--- src/rtl/dds_phase_acc_if.sv ---
// dds_phase_acc_if: control/status bundle between a DDS controller and the
// phase accumulator. The master drives tuning/run controls and the slave
// (the accumulator) returns phase and framing strobes.
// Optional sweep signals exist only when PHASE_SWEEP_EN is defined.
interface dds_phase_acc_if #(
  parameter int ACC_W   = 24,
  parameter int PHASE_W = 8
);
  logic               en;
  logic [ACC_W-1:0]   freq_word;
  logic               freq_load;
  logic               upd_mode;
  logic [PHASE_W-1:0] phase_offset;
  logic [PHASE_W-1:0] phase_out;
  logic               phase_valid;
  logic               wrap;
  logic               load_ack;
`ifdef PHASE_SWEEP_EN
  logic               sweep_start;
  logic [ACC_W-1:0]   sweep_step;
  logic [ACC_W-1:0]   sweep_stop;
  logic               sweep_done;
`endif

  modport master (
    output en, freq_word, freq_load, upd_mode, phase_offset,
`ifdef PHASE_SWEEP_EN
    output sweep_start, sweep_step, sweep_stop,
    input  sweep_done,
`endif
    input  phase_out, phase_valid, wrap, load_ack
  );

  modport slave (
    input  en, freq_word, freq_load, upd_mode, phase_offset,
`ifdef PHASE_SWEEP_EN
    input  sweep_start, sweep_step, sweep_stop,
    output sweep_done,
`endif
    output phase_out, phase_valid, wrap, load_ack
  );
endinterface

--- src/rtl/dds_phase_acc.sv ---
// dds_phase_acc: DDS phase accumulator feeding the waveform ROM address.
// Tuning word updates are phase-continuous, applied either on the next add
// or deferred to the next accumulator wrap. The top PHASE_W bits of the
// accumulator plus a static offset form the registered phase output.
// Optional linear frequency sweep is compiled in with PHASE_SWEEP_EN.
// ACC_W must be >= 9 so the phase slice sits strictly below the carry.
module dds_phase_acc #(
  parameter int ACC_W   = 24,
  parameter int PHASE_W = 8
) (
  input logic            clk,
  input logic            rst,
  dds_phase_acc_if.slave bus
);

  typedef enum logic [1:0] {
    IDLE  = 2'd0,
`ifdef PHASE_SWEEP_EN
    SWEEP = 2'd2,
`endif
    RUN   = 2'd1
  } state_t;

  state_t             state;
  logic [ACC_W-1:0]   acc;
  logic [ACC_W-1:0]   ftw_active;
  logic [ACC_W-1:0]   ftw_pend;
  logic               pend_flag;
  logic [PHASE_W-1:0] phase_q;
  logic               valid_q;
  logic               wrap_q;
  logic               ack_q;

  // One add per clock; the carry out marks the start of a new phase cycle.
  logic [ACC_W:0]     sum;
  logic               carry;
  logic [PHASE_W-1:0] phase_next;
  logic               pend_apply;

  assign sum        = {1'b0, acc} + {1'b0, ftw_active};
  assign carry      = sum[ACC_W];
  assign phase_next = sum[ACC_W-1 -: PHASE_W] + bus.phase_offset;
  // A zero FTW never wraps, so a deferred word must not wait for a carry.
  assign pend_apply = pend_flag && (carry || (ftw_active == '0));

`ifdef PHASE_SWEEP_EN
  logic               sweep_done_q;
  logic [ACC_W:0]     swp_sum;
  logic               swp_hit;

  // Next swept FTW; overflow or reaching the stop value ends the sweep.
  assign swp_sum = {1'b0, ftw_active} + {1'b0, bus.sweep_step};
  assign swp_hit = swp_sum[ACC_W] || (swp_sum[ACC_W-1:0] >= bus.sweep_stop);
  assign bus.sweep_done = sweep_done_q;
`endif

  assign bus.phase_out   = phase_q;
  assign bus.phase_valid = valid_q;
  assign bus.wrap        = wrap_q;
  assign bus.load_ack    = ack_q;

  // Control FSM, accumulator and tuning-word bookkeeping, all registered.
  always_ff @(posedge clk) begin
    if (rst) begin
      state      <= IDLE;
      acc        <= '0;
      ftw_active <= '0;
      ftw_pend   <= '0;
      pend_flag  <= 1'b0;
      phase_q    <= '0;
      valid_q    <= 1'b0;
      wrap_q     <= 1'b0;
      ack_q      <= 1'b0;
`ifdef PHASE_SWEEP_EN
      sweep_done_q <= 1'b0;
`endif
    end else begin
      ack_q <= 1'b0;
`ifdef PHASE_SWEEP_EN
      sweep_done_q <= 1'b0;
`endif
      case (state)
        IDLE: begin
          acc <= '0;
          if (bus.en) begin
            // First valid phase is the bare offset, flagged as a cycle start.
            state   <= RUN;
            phase_q <= bus.phase_offset;
            valid_q <= 1'b1;
            wrap_q  <= 1'b1;
          end else begin
            phase_q <= '0;
            valid_q <= 1'b0;
            wrap_q  <= 1'b0;
          end
          // Nothing is running, so a load always takes effect at once.
          if (bus.freq_load) begin
            ftw_active <= bus.freq_word;
            pend_flag  <= 1'b0;
            ack_q      <= 1'b1;
          end
        end

        default: begin
          if (!bus.en) begin
            state   <= IDLE;
            acc     <= '0;
            phase_q <= '0;
            valid_q <= 1'b0;
            wrap_q  <= 1'b0;
            // Leaving RUN must not strand a deferred word; newest load wins.
            if (bus.freq_load) begin
              ftw_active <= bus.freq_word;
              pend_flag  <= 1'b0;
              ack_q      <= 1'b1;
            end else if (pend_flag) begin
              ftw_active <= ftw_pend;
              pend_flag  <= 1'b0;
              ack_q      <= 1'b1;
            end
          end else begin
            acc     <= sum[ACC_W-1:0];
            phase_q <= phase_next;
            valid_q <= 1'b1;
            wrap_q  <= carry;
`ifdef PHASE_SWEEP_EN
            if (state == SWEEP) begin
              if (bus.freq_load) begin
                // An explicit load aborts the sweep without a done pulse.
                ftw_active <= bus.freq_word;
                pend_flag  <= 1'b0;
                ack_q      <= 1'b1;
                state      <= RUN;
              end else if (carry) begin
                if (swp_hit) begin
                  ftw_active   <= bus.sweep_stop;
                  sweep_done_q <= 1'b1;
                  state        <= RUN;
                end else begin
                  ftw_active <= swp_sum[ACC_W-1:0];
                end
              end
            end else begin
`endif
              if (pend_apply) begin
                ftw_active <= ftw_pend;
                pend_flag  <= 1'b0;
                ack_q      <= 1'b1;
              end
              // Later assignments win: a deferred load arriving on an apply
              // edge re-arms pend_flag; an immediate load overrides the apply.
              if (bus.freq_load) begin
                if (bus.upd_mode) begin
                  ftw_pend  <= bus.freq_word;
                  pend_flag <= 1'b1;
                end else begin
                  ftw_active <= bus.freq_word;
                  pend_flag  <= 1'b0;
                  ack_q      <= 1'b1;
                end
              end
`ifdef PHASE_SWEEP_EN
              if (bus.sweep_start && !bus.freq_load) state <= SWEEP;
            end
`endif
          end
        end
      endcase
    end
  end

endmodule

--- src/flat_wrapper.sv ---
// flat-port wrapper written by rule: the top's interface ports become plain ports
module dds_phase_acc_flat 
#(
  parameter int ACC_W   = 24,
  parameter int PHASE_W = 8
)
  (clk, rst, bus_en, bus_freq_word, bus_freq_load, bus_upd_mode, bus_phase_offset, bus_phase_out, bus_phase_valid, bus_wrap, bus_load_ack);
  dds_phase_acc_if #(.ACC_W(ACC_W), .PHASE_W(PHASE_W)) bus_i ();
  input logic clk;
  input logic rst;
  input wire logic [$bits(bus_i.en)-1:0] bus_en;
  input wire logic [$bits(bus_i.freq_word)-1:0] bus_freq_word;
  input wire logic [$bits(bus_i.freq_load)-1:0] bus_freq_load;
  input wire logic [$bits(bus_i.upd_mode)-1:0] bus_upd_mode;
  input wire logic [$bits(bus_i.phase_offset)-1:0] bus_phase_offset;
  output wire logic [$bits(bus_i.phase_out)-1:0] bus_phase_out;
  output wire logic [$bits(bus_i.phase_valid)-1:0] bus_phase_valid;
  output wire logic [$bits(bus_i.wrap)-1:0] bus_wrap;
  output wire logic [$bits(bus_i.load_ack)-1:0] bus_load_ack;
  assign bus_i.en = bus_en;
  assign bus_i.freq_word = bus_freq_word;
  assign bus_i.freq_load = bus_freq_load;
  assign bus_i.upd_mode = bus_upd_mode;
  assign bus_i.phase_offset = bus_phase_offset;
  assign bus_phase_out = bus_i.phase_out;
  assign bus_phase_valid = bus_i.phase_valid;
  assign bus_wrap = bus_i.wrap;
  assign bus_load_ack = bus_i.load_ack;
  dds_phase_acc #(.ACC_W(ACC_W), .PHASE_W(PHASE_W)) u_core (.clk(clk), .rst(rst), .bus(bus_i));
endmodule
--- config.mk ---
export PLATFORM = sky130hd
export DESIGN_NAME = dds_phase_acc_flat
export DESIGN_NICKNAME = d
export VERILOG_FILES = /design/src/rtl/dds_phase_acc_if.sv /design/src/rtl/dds_phase_acc.sv /design/src/flat_wrapper.sv
export SDC_FILE = /design/constraint.sdc
export NUM_CORES = 1
export LEC_CHECK = 0
export ABC_AREA = 0
export CORE_AREA = 3 3 119 121
export DETAILED_ROUTE_END_ITERATION = 16
export DIE_AREA = 0 0 122 124
export PLACE_DENSITY = 0.69
export SLEW_MARGIN = 0
export SYNTH_ARGS = -nofsm -noshare
export SYNTH_HDL_FRONTEND = slang
export SYNTH_SLANG_ARGS = --single-unit
export TNS_END_PERCENT = 20
--- constraint.sdc ---
create_clock -name clk -period 5.1 [get_ports clk]
set_input_delay 1.275 -clock clk [delete_from_list [all_inputs] [get_ports clk]]
set_output_delay 1.275 -clock clk [all_outputs]
set_load 0.05 [all_outputs]
* After elaboration in Yosys (flattened, before gate mapping) *
Index checks and enable logic that the tools add are counted.

cells by class
  add/sub/neg operators = 2
  $mul = 0
  divide/modulo/power cells = 0
  order comparisons = 0
  equality and inequality tests = 4
  shifts and indexed selects = 0
  muxes and demuxes = 31
  bitwise operators = 2
  reductions and logical operators = 10

operators by type and width
  cell                                                   number
  two-way mux 24 bit                                     8
  adder 24 x 24 -> 25 bit                                1
  logical NOT 24 bit                                     1
  two-way mux 8 bit                                      3
  two-way mux 1 bit                                      17
  adder 8 bit                                            1
  two-way mux 2 bit                                      3
  AND reduction 2 bit                                    3
  inequality test 2 bit, second input constant           2
  AND reduction 4 bit                                    1
  inequality test 3 x 1 -> 1 bit, second input constant  1
  nonzero test 3 bit                                     1
  OR reduction 3 bit                                     1
  logical NOT 2 bit                                      1
  inequality test 2 x 1 -> 1 bit, second input constant  1
  NOT 1 bit                                              2
  logical AND 1 bit                                      1
  logical OR 1 bit                                       1

storage, ports and cells
  bits in registers = 86
  bits in latches = 0
  RAM bits = 0
  ROM bits = 0
  input port bits = 37
  output and inout bits = 11
  memories = 0

* Longest topological paths before layout *
Gate-level depths: netlist of the first run.

  depth in word-level cells = 8
  mapped depth = 19
  mapped depth without buffers = 19

* Worst setup path before layout of the first run *
No wires, ideal clock.

  path type = register -> register
  start point = reg u_core.ftw_active[7]
  end point = reg u_core.phase_q[7], in the netlist u_core.bus.phase_out[7]
  setup time = 0.071 ns
  arrival = 3.700 ns
  required time = 5.029 ns
  slack = 1.329 ns
  stages on the path, launching flop included = 19
  path buffers = 0
  clock period less this slack = 3.771 ns
  path through = dfxtp_1 -> ha_1 -> and3_1 -> and4_1 -> o21ai_0 -> nand3_1 -> a31oi_1 -> a21oi_1 -> xnor2_1 -> inv_1 -> ha_1 -> a21o_1 -> a21oi_1 -> nor2b_1 -> o21a_1 -> o41ai_1 -> a211oi_1 -> or3_1 -> a21oi_1

on the way
  longest elaborated chain between the ends = 4

RTL lines
  element                   line                  RTL
  start: declaration        dds_phase_acc.sv:26   logic [ACC_W-1:0] ftw_active;
  start signal: assignment  dds_phase_acc.sv:98   ftw_active <= bus.freq_word;
  start signal: assignment  dds_phase_acc.sv:113  ftw_active <= bus.freq_word;
  start signal: assignment  dds_phase_acc.sv:117  ftw_active <= ftw_pend;
  adder 24 x 24 -> 25 bit   dds_phase_acc.sv:40   assign sum = {1'b0, acc} + {1'b0, ftw_active};
  named net u_core.sum[17]  dds_phase_acc.sv:35   logic [ACC_W:0] sum;
  adder 8 bit               dds_phase_acc.sv:42   assign phase_next = sum[ACC_W-1 -: PHASE_W] + bus.phase_offset;
  two-way mux 8 bit         dds_phase_acc.sv:105  if (!bus.en) begin
  two-way mux 8 bit         dds_phase_acc.sv:82   case (state)
  end signal: assignment    dds_phase_acc.sv:88   phase_q <= bus.phase_offset;
  end signal: assignment    dds_phase_acc.sv:123  phase_q <= phase_next;
  end: declaration          dds_phase_acc.sv:29   logic [PHASE_W-1:0] phase_q;

The timed path passes the listed nets, and every way through them passes these cells.
A chain may end at the register's enable or synchronous reset.

* Worst setup path in the final report of the first run *
Same ends and word-level chain as after synthesis.

==> flow_results.org, run 1 <==
** Clock network
- The number of hold buffers added after CTS was 0.
- Clock transition at the registers of the reported paths :: 0.06 ns
- After clock tree synthesis, the setup repair step added 0 buffers.
- The tree is rooted in a clkbuf_16.
- Clock latency on the worst-skew pair, taken at its later pin, is between 0.3 and 0.4 ns.
- The longest clock path from root to sink contains 2 buffers.
- H-tree Lvls :: 3
- Buffers inserted during clock tree synthesis total 9.
- CTS tree :: yes
- Post-cts gate resize count :: 0
- Clock Sinks :: 85

** Timing
- In the final timing run, aggregate negative setup slack is 0 ns.
- Top achievable clock speed :: 231.2 MHz
- Unrepaired setup endpoints after global routing :: no
- The smallest clock period supported by the final layout is computed as 4.326 ns.
- Fin. max-slew vios :: 0
- Setup-violating endpoint count in the final report :: 0
- Worst hold slack after final layout :: 0.4830 ns
- Across the routed clock network, the largest skew measured is 0.008895 ns.
- At the pin with the least slew margin, the transition time is 1.078 ns.
- Post-route worst setup slack :: 0.7745 ns
- Hold Violations, Final :: 0
- Measured against its own limit, the worst slew margin works out to 28.12%.
- Final cycle utilization of the critical path :: 84.81%

** Route
- Violation count after the first detailed-routing iteration :: 445
- Post-DR wirelength/cell :: 16.81 um
- Count of nets left with antenna violations after detail routing :: 0
- The first detailed-routing pass took 7 iterations.
- Summed over all layers, the routed wires come to 14.83 mm.
- In the routed design, unresolved DRC markers number 0.
- The final route contains 5,150 vias.
- Using the TritonRoute via totals, the vias-per-cell ratio works out to 5.839.

** Placement
- Cells after DPL :: 866
- The count of buffers added on input and output ports is 47.
- Prior to clock tree synthesis, the placed netlist has a worst setup slack of roughly 0.91 ns.
- Final RePlAce weighted congestion :: 0.8908
- The placed instances occupy a cell area of 5826 sq um.
- Sum of net half-perimeters after detailed placement :: approximately 11 mm

** Critical path
- Source of the critical timing path :: u_core.ftw_active[7]$_SDFFE_PP0P_
- Crit start category :: flop
- The worst register-to-register path begins at u_core.ftw_active[7]$_SDFFE_PP0P_.
- For the worst setup path, the data required time is 5.37 ns.
- Worst path arrival time :: 4.59 ns
- The critical path is of the flop to flop type.
- Biggest fanout along the worst timing path :: 5
- Category of the worst setup path capture point :: flop

** Die
- Initial core utilization :: 39.84%
- Horiz. Die Dim :: 122 um
- Vertical extent of the die :: 124 um
- The floorplan has 42 rows.
- Die ar. :: 15,130 sq um
- Core Area :: 13,190 sq um
- Top-Level Pins :: 48

** Flow run
- Max-cap violations in this run came to 0.

** Yosys
- In the synthesized netlist the async set-or-reset flop fraction comes to 0%.
- Synth cell types :: 62
- In this run the mean area of a mapped cell was 7.808 sq um.
- The most used flip-flop cell after synthesis is dfxtp_1.
- Synthesis produced a netlist whose cell count is 673.
- The synthesized design contains 85 register bits.
- The number of nets in the synthesized netlist is 744.
- Cell Area, Synth :: roughly 5300 sq um
- Share of the yosys chip area belonging to registers :: 32.38%
- The Yosys step of the flow raised 0 warnings.
- The synthesized design contains 0 enable-type register cells.

** Power and ir drop
- Power density of the placed cells :: 349.4 nW/um^2
- Largest vdd supply drop :: 173.6 uV
- Static leakage :: between 2 and 2.5 nW

** Cells and area
- Final cell area excluding filler cells :: 6148 sq um
- The final layout contains ~770 nets.
- Synthesis-to-layout area growth :: 17.00%
- In the final layout, the share of cells above drive strength 1 is 5.807%.
- Antenna diode instance count :: 0
- After the flow finishes, the layout carries non-filler instances totaling 882.

** GRT
- The first global-routing pass estimated 23.92 mm of wire.
- Entering global routing, the biggest net connects 32 pins.
- For this run the aggregate overflow at the end of global routing stands at 0.
- Via count of the first global-routing pass :: 4,948
- Global routing consumed, over all layers together, between 10% and 20% of the routing resources.
- Initial antenna violation count :: 0

** Outcome
- The flow ran to the end, and the final reports show no timing, DRC or antenna violations.

** Hold path
- The startpoint identified for the worst hold timing path is u_core.ftw_pend[2]$_SDFFE_PP0P_.
- Hold crit path type :: flop to flop
==> cells by family after synthesis <==
kind of cell,after synthesis,synth area share [%]
AO/OA/AOI/OAI,222,28.48
XOR/XNOR,24,4.000
adder cells (fa/ha/maj),34,8.381
buffers and inverters,48,3.833
flip-flops,85,32.38
multiplexers,4,0.7619
AND/OR/NAND/NOR,256,22.17
==> area by class of cell <==
cell class                      instances  area (sq um)
Sequential cell                        85          1702
Fill cell                            1283          7042
Inverter                               13         48.80
Clock buffer                           14         284.0
Clock inverter                          2         38.79
Timing Repair Buffer                   52         503.0
Tap cell                              176         220.2
Multi-Input combinational cell        540          3352
==> through the flow <==
step | util, % | power [mW]
floorplan | - | 1.248
finish | 46.61 | 2.148
detailed placement | 44.17 | 1.441
global placement | 44.17 | 1.420
global route | 46.61 | 2.258
CTS | 46.61 | 2.151
==> flip-flops by register name (all words and copies together) (netlist names) <==
signal	count
u_core.bus.wrap	1
u_core.bus.phase_valid	1
u_core.bus.load_ack	1
u_core.state	1
u_core.ftw_active	24
u_core.pend_flag	1
u_core.ftw_pend	24
u_core.acc	24
u_core.bus.phase_out	8
==> critical path: stages (launching register included) <==
cell      delay (ns)
dfxtp_1         0.35
ha_1            0.37
and3_1          0.24
and4_1          0.21
o21ai_0         0.11
nand3_1         0.16
a31oi_1         0.40
a21oi_1         0.15
xnor2_1         0.29
inv_1           0.08
ha_1            0.27
a21o_1          0.15
a21oi_1         0.22
nor2b_1         0.07
o21a_1          0.19
o41ai_1         0.38
a211oi_1        0.11
or3_1           0.36
a21oi_1         0.13
==> layer usage <==
layer / up-vias / wire, um / global-route usage (%)
li1: 2506 / - / -
met1: 2414 / 6636 / 25.34
met2: 200 / 6780 / 32.46
met3: 30 / 1004 / 4.087
met4: 0 / 409 / 9.804
met5: - / 0 / 0
==> layout by cell type (no fill, tap or decap), types with 3 or more instances in the layout <==
cell type / n
a222oi_1: 12
buf_4: 5
ha_1: 32
nand2b_1: 9
o311ai_0: 7
nor2b_1: 8
nand3_1: 4
inv_1: 12
clkbuf_8: 4
xnor2_1: 15
and2_1: 15
clkdlybuf4s50_1: 46
o21ai_0: 51
a21oi_1: 75
a31oi_1: 9
nor2_1: 41
nor3_1: 7
clkbuf_16: 9
o21bai_1: 3
mux2i_1: 4
a41oi_1: 6
nand4_1: 6
xor2_1: 9
and4_1: 3
a21o_1: 10
nor4_1: 4
o22ai_1: 12
a21boi_0: 6
nand2_1: 141
dfxtp_1: 85
a221oi_2: 10
and3_1: 5
==> report_power, final <==
group,switching [mW],internal [mW],leakage [nW]
combinational,0.383,0.257,1.60
clock,0.276,0.435,0.159
sequential,0.0680,0.729,0.693
total,0.727,1.42,2.46
==> path summary, 6_finish.rpt <==
path	to	slack, ns	cells past startpoint
max	u_core.bus.phase_out[7]$_SDFF_PP0_	0.77	18
min	u_core.ftw_pend[2]$_SDFFE_PP0P_	0.48	2
max reg2reg	u_core.bus.phase_out[7]$_SDFF_PP0_	0.77	18
min reg2reg	u_core.ftw_pend[2]$_SDFFE_PP0P_	0.48	2
==> cells in the mapped netlist (12+ instances only) <==
library cell / n / area (sq um)
a21oi_1: 75 / 375.4
a222oi_1: 12 / 120.1
and2_1: 15 / 93.84
clkbuf_1: 27 / 101.4
dfxtp_1: 85 / 1702
ha_1: 32 / 400.4
inv_1: 12 / 45.04
nand2_1: 141 / 529.3
nor2_1: 41 / 153.9
o21ai_0: 51 / 255.2
o22ai_1: 12 / 75.07
xnor2_1: 15 / 131.4
(Power assumes the default switching activity.)
==> run 2, diff against run 1 <==
- PLACE_DENSITY: 0.69 -> 0.71
- clock period: 5.1 -> 3.66 ns (I/O delays scaled with it)
==> flow_results.org, run 2 (synthesis results as in run 1) <==
** Hold path
- The startpoint identified for the worst hold timing path is u_core.ftw_pend[1]$_SDFFE_PP0P_.
- The min-delay analysis places its worst path in the category flop to flop.
- Hold path cells :: 2 (unchanged)
- Worst Hold Path EP :: u_core.ftw_pend[1]$_SDFFE_PP0P_

** Route
- Met1 wire length :: 6.924 mm (+4.3%)
- Violation count after the first detailed-routing iteration :: 508 (+14%)
- The number of iterations in the first detailed-routing pass was 6 (-1).
- Routed vias/inst :: 5.618 (-3.8%)
- Count of nets left with antenna violations after detail routing :: 0 (unchanged)
- The via count came to 5,208 (+1.1%).
- Met2 Routed Length :: 6.949 mm (+2.5%)
- The overall routed net length was 15.25 mm (+2.9%).
- Top Metal Used :: met4
- Detailed route wirelength on metal3 :: 1.002 mm (-0.20%)
- Post-DR wirelength/cell :: 16.46 um (-2.1%)
- Post-route DRC :: 0 (unchanged)

** Clock network
- Clk Latency, worst-skew pair :: 0.36 ns (about the same)
- The deepest clock path buffer count was 2 (unchanged).
- Number of buffers created by CTS :: 9 (unchanged)
- The tree is rooted in a clkbuf_16.
- The number of sinks driven by the clock tree is 85 (unchanged).
- H-tree Lvls :: 3 (unchanged)
- TritonCTS built the clock tree.
- The clock transition at the registers of the reported paths was 0.07 ns (about the same).

** GRT
- Initial antenna violation count :: 0 (unchanged)
- The global-route wire length before repair came to 23.87 mm (-0.17%).
- Via count of the first global-routing pass :: 4,797 (-3.1%)
- Global routing usage summed across all routing layers :: 19.89% (-0.091 points)
- The global-route congestion overflow total came to 0 (unchanged).
- The maximum number of pins on one net before global-route repair came to 30 (-6.3%).

** Timing
- The actual transition at the worst max-transition pin came to 0.9833 ns (-0.09491 ns).
- Setup-violating endpoint count in the final report :: 1 (+1)
- Top achievable clock speed :: 270.2 MHz (+17%)
- Worst rel slew slack :: 34.21% (+6.1 points)
- The total count of hold-check failures in the final report was 0 (unchanged).
- Setup repair after global routing could not meet its margin everywhere.
- Total Negative Setup Slacks :: -0.04047 ns (-0.04047 ns)
- The final-layout worst hold slack came to 0.4791 ns (-0.003810 ns).
- The post-route minimum period is 3.700 ns (-0.6250 ns).
- The clock skew was 0.01247 ns (+0.003579 ns).
- Fin. max-slew vios :: 0 (unchanged)
- Final cycle utilization of the critical path :: 101.1% (+16 points)
- The slack of the critical path came to -0.04047 ns (-0.8150 ns).

** Die
- Die ar. :: 15,130 sq um (unchanged)
- The die outline height came to 124 um (unchanged).
- The number of placed I/O pins is 48 (unchanged).
- The floorplan row count came to 42 (unchanged).
- The horizontal die dimension is 122 um (unchanged).
- Initial core utilization :: 39.84% (unchanged)
- The core area is 13,190 sq um (unchanged).

** Cells and area
- The utilization after layout came to 51.02% (+4.4 points).
- The largest registers in the layout are u_core.acc (24), u_core.ftw_active (24), u_core.ftw_pend (24).
- The final design instance area without fill is 6729 sq um (+9.4%).
- Number of nets at the end of the flow :: 817 (+5.8%)
- In the layout the commonest cells are 140 x nand2_1, 74 x dfxtp_1, 66 x a21oi_1.
- The fraction of final layout cells with drive strength greater than 1 came to 17.31% (+12 points).
- Synthesis-to-layout area growth :: 28.05%
- Most frequent standard cell in the layout excluding fill and tap cells :: nand2_1
- The count of inserted antenna diode cells is 0 (unchanged).

** Critical path
- The number of cell instances on the worst register-to-register path came to 15 (-3).
- Biggest fanout along the worst timing path :: 5 (unchanged)
- STA classifies the critical path startpoint as a flop.
- The reg-to-reg setup timing slack came to -0.04 ns (-0.81 ns).
- The worst register-to-register path ends at u_core.bus.phase_out[7]$_SDFF_PP0_.
- WP data required :: 3.95 ns (-1.42 ns)
- Critical setup path kind :: flop to flop
- Worst path arrival time :: 3.99 ns (-0.60 ns)
- Startpoint of the most critical register-to-register path :: u_core.ftw_active[12]$_SDFFE_PP0P_
- STA classifies the critical path endpoint as a flop.

** Outcome
- Run status :: finished with violations
- The checks that failed: setup timing.

** Power and ir drop
- The largest vdd supply drop was 355.5 uV (+100%).
- The ratio of total power to cell area came to 463.3 nW/um^2 (+33%).
- The leakage component of the power is 2.687 nW (+9.4%).

** Placement
- The minimum setup slack after placement was -0.02305 ns (-0.9349 ns).
- Sum of net half-perimeters after detailed placement :: 10.56 mm (+0.13%)
- The instance area after placement came to 6147 sq um (+5.5%).
- The number of port buffers is 47 (unchanged).
- The routability congestion estimate is 0.8754 (-1.7%).

** Flow run
- Reported max-cap violation count :: 0 (unchanged)
run 2: worst max-delay path by stage:
stage	depth (start not counted)	endpoint	from
2_1_floorplan	17	u_core.bus.phase_out[7]$_SDFF_PP0_	u_core.ftw_active[0]$_SDFFE_PP0P_
6_report	15	u_core.bus.phase_out[7]$_SDFF_PP0_	u_core.ftw_active[12]$_SDFFE_PP0P_
3_3_place_gp	18	u_core.bus.phase_out[7]$_SDFF_PP0_	u_core.ftw_active[0]$_SDFFE_PP0P_
4_1_cts	18	u_core.bus.phase_out[7]$_SDFF_PP0_	u_core.ftw_active[7]$_SDFFE_PP0P_
3_5_place_dp	18	u_core.bus.phase_out[7]$_SDFF_PP0_	u_core.ftw_active[0]$_SDFFE_PP0P_
5_1_grt	18	u_core.bus.phase_out[7]$_SDFF_PP0_	u_core.ftw_active[0]$_SDFFE_PP0P_
run 2: per-stage QoR:
step	power (mW)	instances
global placement	2.066	907
CTS	3.056	923
global route	3.294	927
finish	3.117	927
detailed placement	2.076	907
floorplan	1.744	673
run 2: timing repair:
item | in CTS | in global routing
hold buffers | 0 | 0
endpoints found under the setup margin | 1 | 4
pin swaps | 1 | 22
buffers inserted | 0 | 4
hold endpoints to repair | 0 | 0
gates resized for setup | 6 | 46
cloned | 0 | 0
run 2: layer usage:
metal / track usage, % / up-vias
met2: 31.25 / 180
met3: 4.950 / 31
met5: 0 / -
met4: 7.353 / 0
li1: - / 2599
met1: 26.52 / 2398
run 2: report_power, final:
group	total [mW]	switching, mW	internal (mW)
combinational	1.03	0.581	0.454
sequential	1.11	0.0858	1.02
clock	0.977	0.404	0.573
total	3.12	1.07	2.05
run 2: area by class of cell:
class	instances	area [sq um]
flip-flops and latches	85	1715
clock inverters	5	65.06
inverters	13	48.80
fillers	1225	6461
repair buffers	97	840.8
multi-input cells	540	3586
well taps	176	220.2
clock buffers	11	252.7
run 2: critical path, cell delays in order, from the launching register on:
cell	delay, ns
dfxtp_2	0.36
ha_2	0.33
and4_1	0.27
and3_4	0.22
nand2_1	0.08
a21oi_2	0.06
or3_1	0.38
a21oi_2	0.16
xnor2_1	0.17
ha_1	0.31
nor2b_1	0.15
o21a_1	0.23
o41ai_4	0.34
a211oi_2	0.07
or3_1	0.40
a21oi_2	0.11
==> variant 1: new RTL, settings of run 2 <==
`ACC_W` is set to 24 in 3 places; all go to 12.
--- a/src/rtl/dds_phase_acc_if.sv
+++ b/src/rtl/dds_phase_acc_if.sv
@@ -4,5 +4,5 @@
 // Optional sweep signals exist only when PHASE_SWEEP_EN is defined.
 interface dds_phase_acc_if #(
-  parameter int ACC_W   = 24,
+  parameter int ACC_W   = 12,
   parameter int PHASE_W = 8
 );
--- a/src/rtl/dds_phase_acc.sv
+++ b/src/rtl/dds_phase_acc.sv
@@ -6,5 +6,5 @@
 // ACC_W must be >= 9 so the phase slice sits strictly below the carry.
 module dds_phase_acc #(
-  parameter int ACC_W   = 24,
+  parameter int ACC_W   = 12,
   parameter int PHASE_W = 8
 ) (
--- a/src/flat_wrapper.sv
+++ b/src/flat_wrapper.sv
@@ -2,5 +2,5 @@
 module dds_phase_acc_flat 
 #(
-  parameter int ACC_W   = 24,
+  parameter int ACC_W   = 12,
   parameter int PHASE_W = 8
 )
Interface: changed (resized bus_freq_word); port bits go from 48 to 36. The function was not compared with the original's and may differ.
==> variant 1 against run 2 <==
- via count decreased by 46%
- maximum frequency increased by 8.3%
- worst setup slack improved by 0.28 ns
- synthesized area decreased by 43%
- first-iteration DRC count decreased by 68%
- sequential cell count decreased by 36
- final area decreased by 45%
- clock skew decreased by 0.0082 ns
- routed wire length decreased by 48%
- power decreased by 47%
==> variant 1: results <==
export IMPL_status="finished clean"
export IMPL_finalNetCount=465
export IMPL_rr_endpoint="u_core.bus.phase_out[7]$_SDFF_PP0_"
export IMPL_async_flop_share_pct=0
export IMPL_clock_buffers=7
export IMPL_routabilityCongestion=0.859
export IMPL_p_leak_nw=1.45
export IMPL_power_frac_seq_pct=37.3
export IMPL_slowest_stage="fa_2"
export IMPL_cts_made_buffers=5
export IMPL_min_to="u_core.ftw_pend[3]$_SDFFE_PP0P_"
export IMPL_relSlewSlack_pct=64.8
export IMPL_ys_seq_area_share_pct=32.8
export IMPL_routed_via_density=4.74
export IMPL_cts_htree_levels=2
export IMPL_peakVddDrop_uv=168
export IMPL_p_int_mw=1.08
export IMPL_grt_use_total_pct=10.6
export IMPL_buffer_area_share_pct=11.6
export IMPL_place_port_buffers=35
export IMPL_clkLatencyLatePin_ns=0.29
export IMPL_drtPass1Iterations=5
export IMPL_seq_area_um2=982
export IMPL_grt_antenna_before_repair=0
export IMPL_layout_drive_gt1_share_pct=7.16
export IMPL_syn_nets=433
export IMPL_nMultiInputCombCells=305
export IMPL_ys_seq_elements=49
export IMPL_end_kind="flip-flop"
export IMPL_grt_pass1_vias=2612
export IMPL_worstPathArrival_ns=3.60
export IMPL_r2r_setup_slack_ns=0.24
export IMPL_grt_max_degree=37
export IMPL_worstHoldPathCells=2
export IMPL_nFillCells=1384
export IMPL_placed_cell_area_um2=3530
export IMPL_fin_worst_skew_ns=0.00432
export IMPL_grt_pass1_wl_mm=12.9
export IMPL_multi_input_area_um2=1890
export IMPL_hold_class="flip-flop to flip-flop"
export IMPL_synthTopCellsByCount="dfxtp_1 (49), nand2_1 (49), a21oi_1 (47)"
export IMPL_yosysUniqueCellTypes=44
export IMPL_crit_family="compound AO/OA/AOI/OAI gates"
export IMPL_rr_startpoint="u_core.ftw_active[0]$_SDFFE_PP0P_"
export IMPL_hpwl_mm=5.81
export IMPL_wl_per_cell_um=13.2
export IMPL_power_clock_mw=0.486
export IMPL_reg_largest_list="u_core.acc (12), u_core.ftw_active (12), u_core.ftw_pend (12)"
export IMPL_final_clk_cell_share_pct=4.23
export IMPL_clk_pin_slew_ns=0.07
export IMPL_hold_start="u_core.ftw_pend[3]$_SDFFE_PP0P_"
export IMPL_num_nonclk_inverters=11
export IMPL_synthTopCellsByArea="dfxtp_1 (33%), ha_1 (8.4%), a21oi_1 (7.9%)"
export IMPL_clk_path_buf_depth=2
export IMPL_die_area_um2=15100
export IMPL_drt_iter0_markers=162
export IMPL_synth_ff_type="dfxtp_1"
export IMPL_non_clock_buffer_count=46
export IMPL_pg_seq_mw=0.614
variant 1: cell types whose count changed in the layout (fill, tap and decap cells not counted), sizes merged, moves of 12 or more:
cell and delta:
o21ai -23, ha -12, dfxtp -36, and2 -14
buf -40, a21oi -30, nand2 -92, a221oi -12
a222oi -12
variant 1: cells by family (layout without fill, tap and decap cells):
| family | count (synthesis) | count (layout) | synth area share [%] |
|---|---|---|---|
| simple gates | 142 | 142 | 22.2 |
| compound gates | 119 | 119 | 24.1 |
| flops | 49 | 49 | 32.8 |
| buf+inv | 32 | 65 | 4.48 |
| fa+ha+maj | 22 | 22 | 9.72 |
| xor+xnor | 16 | 16 | 4.69 |
| mux | 6 | 6 | 2.01 |
variant 1: metal layers:
metal  share of wire, %  vias to the layer above  track usage [%]
li1                   -                     1455                -
met1                 47                     1300             13.7
met2                 47                       60             18.3
met3                4.2                        7             1.77
met4                1.3                        0             2.87
met5                  0                        -                0
variant 1: worst reg2reg max path: stages, from the launching register on:
cell and delay (ns):
dfxtp_1 0.34, ha_2 0.22, fa_2 0.40, a21o_1 0.19, a21oi_2 0.16, o21a_1 0.20, a21oi_1 0.08, xor2_1 0.17
ha_1 0.37, nand3_1 0.10, o211ai_1 0.12, o41ai_2 0.34, xnor2_1 0.17, xnor2_1 0.10, o21a_1 0.17, o21a_1 0.17
variant 1: through the flow:
stage               utilization, %  setup WS [ns]  hold slack (ns)  std cells
floorplan                        -          0.311            0.436        386
global placement              26.7          0.136            0.445        584
detailed placement            26.7         0.0511            0.467        584
CTS                           27.9         0.0377            0.479        592
global route                  28.2         0.0216            0.497        595
finish                        28.2          0.244            0.478        595
variant 1: repair_timing:
action / in CTS / in global routing
setup endpoints to repair: 0 / 1
buffers inserted: 0 / 3
resized for setup: 0 / 5
==> variant 2: new RTL, config.mk and constraints of run 2 <==
Without the edit above. Make the reset (`rst`) asynchronous in one clocked block.
--- a/src/rtl/dds_phase_acc.sv
+++ b/src/rtl/dds_phase_acc.sv
@@ -61,5 +61,5 @@
 
   // Control FSM, accumulator and tuning-word bookkeeping, all registered.
-  always_ff @(posedge clk) begin
+  always_ff @(posedge clk or posedge rst) begin
     if (rst) begin
       state      <= IDLE;
Function: differs if rst is asserted again (counterexample within 4 cycles, from zero or initial values and one cycle with rst high); with rst held inactive, the same outputs for 4 cycles.
==> variant 2 against run 2 <==
- the flow still finishes with violations (setup timing)
- count of clock-buffer cells in the layout is 1 higher
- final area is 2.1% higher
- synthesized cell count is 14% lower
- via count is 4.1% lower
- routed wire length is 0.22% lower
- utilization is 1.1 points higher
- synthesized area is 4.0% higher
- worst setup slack better by 0.0032 ns
- sequential cell count stayed put
- die area stayed put
Power is not compared: it rests on default switching activity, and its combinational part moved more than twofold at a synthesized area within 25%.
==> variant 2: results <==
export IMPL_grt_use_total_pct=21.4
export IMPL_hold_ws_ns=0.532
export IMPL_fin_tns_setup_ns=-0.0373
export IMPL_yosysUniqueCellTypes=59
export IMPL_synthTopCellsByCount="dfrtp_1 (85), nor2_1 (66), a21oi_1 (41)"
export IMPL_slowest_stage="or4_1"
export IMPL_met3_length_mm=1.07
export IMPL_hold_start="u_core.ftw_pend[14]$_DFFE_PP0P_"
export IMPL_nMultiInputCombCells=444
export IMPL_rr_endpoint="u_core.bus.phase_out[7]$_DFF_PP0_"
export IMPL_nFillCells=1175
export IMPL_multi_input_area_share_pct=46.5
export IMPL_critical_path_max_fanout=3
export IMPL_place_ws_ns=-0.0964
export IMPL_hpwl_mm=10.8
export IMPL_placed_cell_area_um2=6500
export IMPL_num_nonclk_inverters=18
export IMPL_postCtsResizedCells=4
export IMPL_async_flop_share_pct=100
export IMPL_crit_start="u_core.ftw_active[0]$_DFFE_PP0P_"
export IMPL_area_growth_pct=25.8
export IMPL_setup_viol=1
export IMPL_layout_drive_gt1_share_pct=18.8
export IMPL_grt_max_degree=86
export IMPL_grt_pass1_wl_mm=25.7
export IMPL_synth_xor_area_share_pct=3.69
export IMPL_rr_worst_depth=17
export IMPL_grt_pass1_vias=5240
export IMPL_wl_met2_mm=7.42
export IMPL_relSlewSlack_pct=36.6
export IMPL_synth_compound_area_share_pct=24.4
export IMPL_violations="setup timing"
export IMPL_drt_iter0_markers=467
export IMPL_crit_family="compound AO/OA/AOI/OAI gates"
export IMPL_post_route_worst_setup_slack_ns=-0.0373
export IMPL_status="finished, violations left"
export IMPL_synth_ff_type="dfrtp_1"
export IMPL_gr_usage_met3_pct=4.90
==> variant 2: worst max-delay path by stage <==
| stage | cells past startpoint | to |
|---|---|---|
| final | 17 | u_core.bus.phase_out[7]$_DFF_PP0_ |
| after global routing | 18 | u_core.bus.phase_out[7]$_DFF_PP0_ |
| after CTS | 18 | u_core.bus.phase_out[7]$_DFF_PP0_ |
| after detailed placement | 17 | u_core.bus.phase_out[7]$_DFF_PP0_ |
| after global placement | 17 | u_core.bus.phase_out[7]$_DFF_PP0_ |
| after floorplan | 17 | u_core.bus.phase_out[7]$_DFF_PP0_ |
==> variant 2: power by group through the flow <==
| stage | combinational, mW | clock [mW] | sequential (mW) |
|---|---|---|---|
| floorplan | 2.55 | 0 | 1.71 |
| global placement | 3.79 | 0 | 1.62 |
| detailed placement | 3.88 | 0 | 1.64 |
| CTS | 4.06 | 0.921 | 1.63 |
| global route | 4.65 | 0.962 | 1.67 |
| finish | 4.21 | 0.906 | 1.63 |
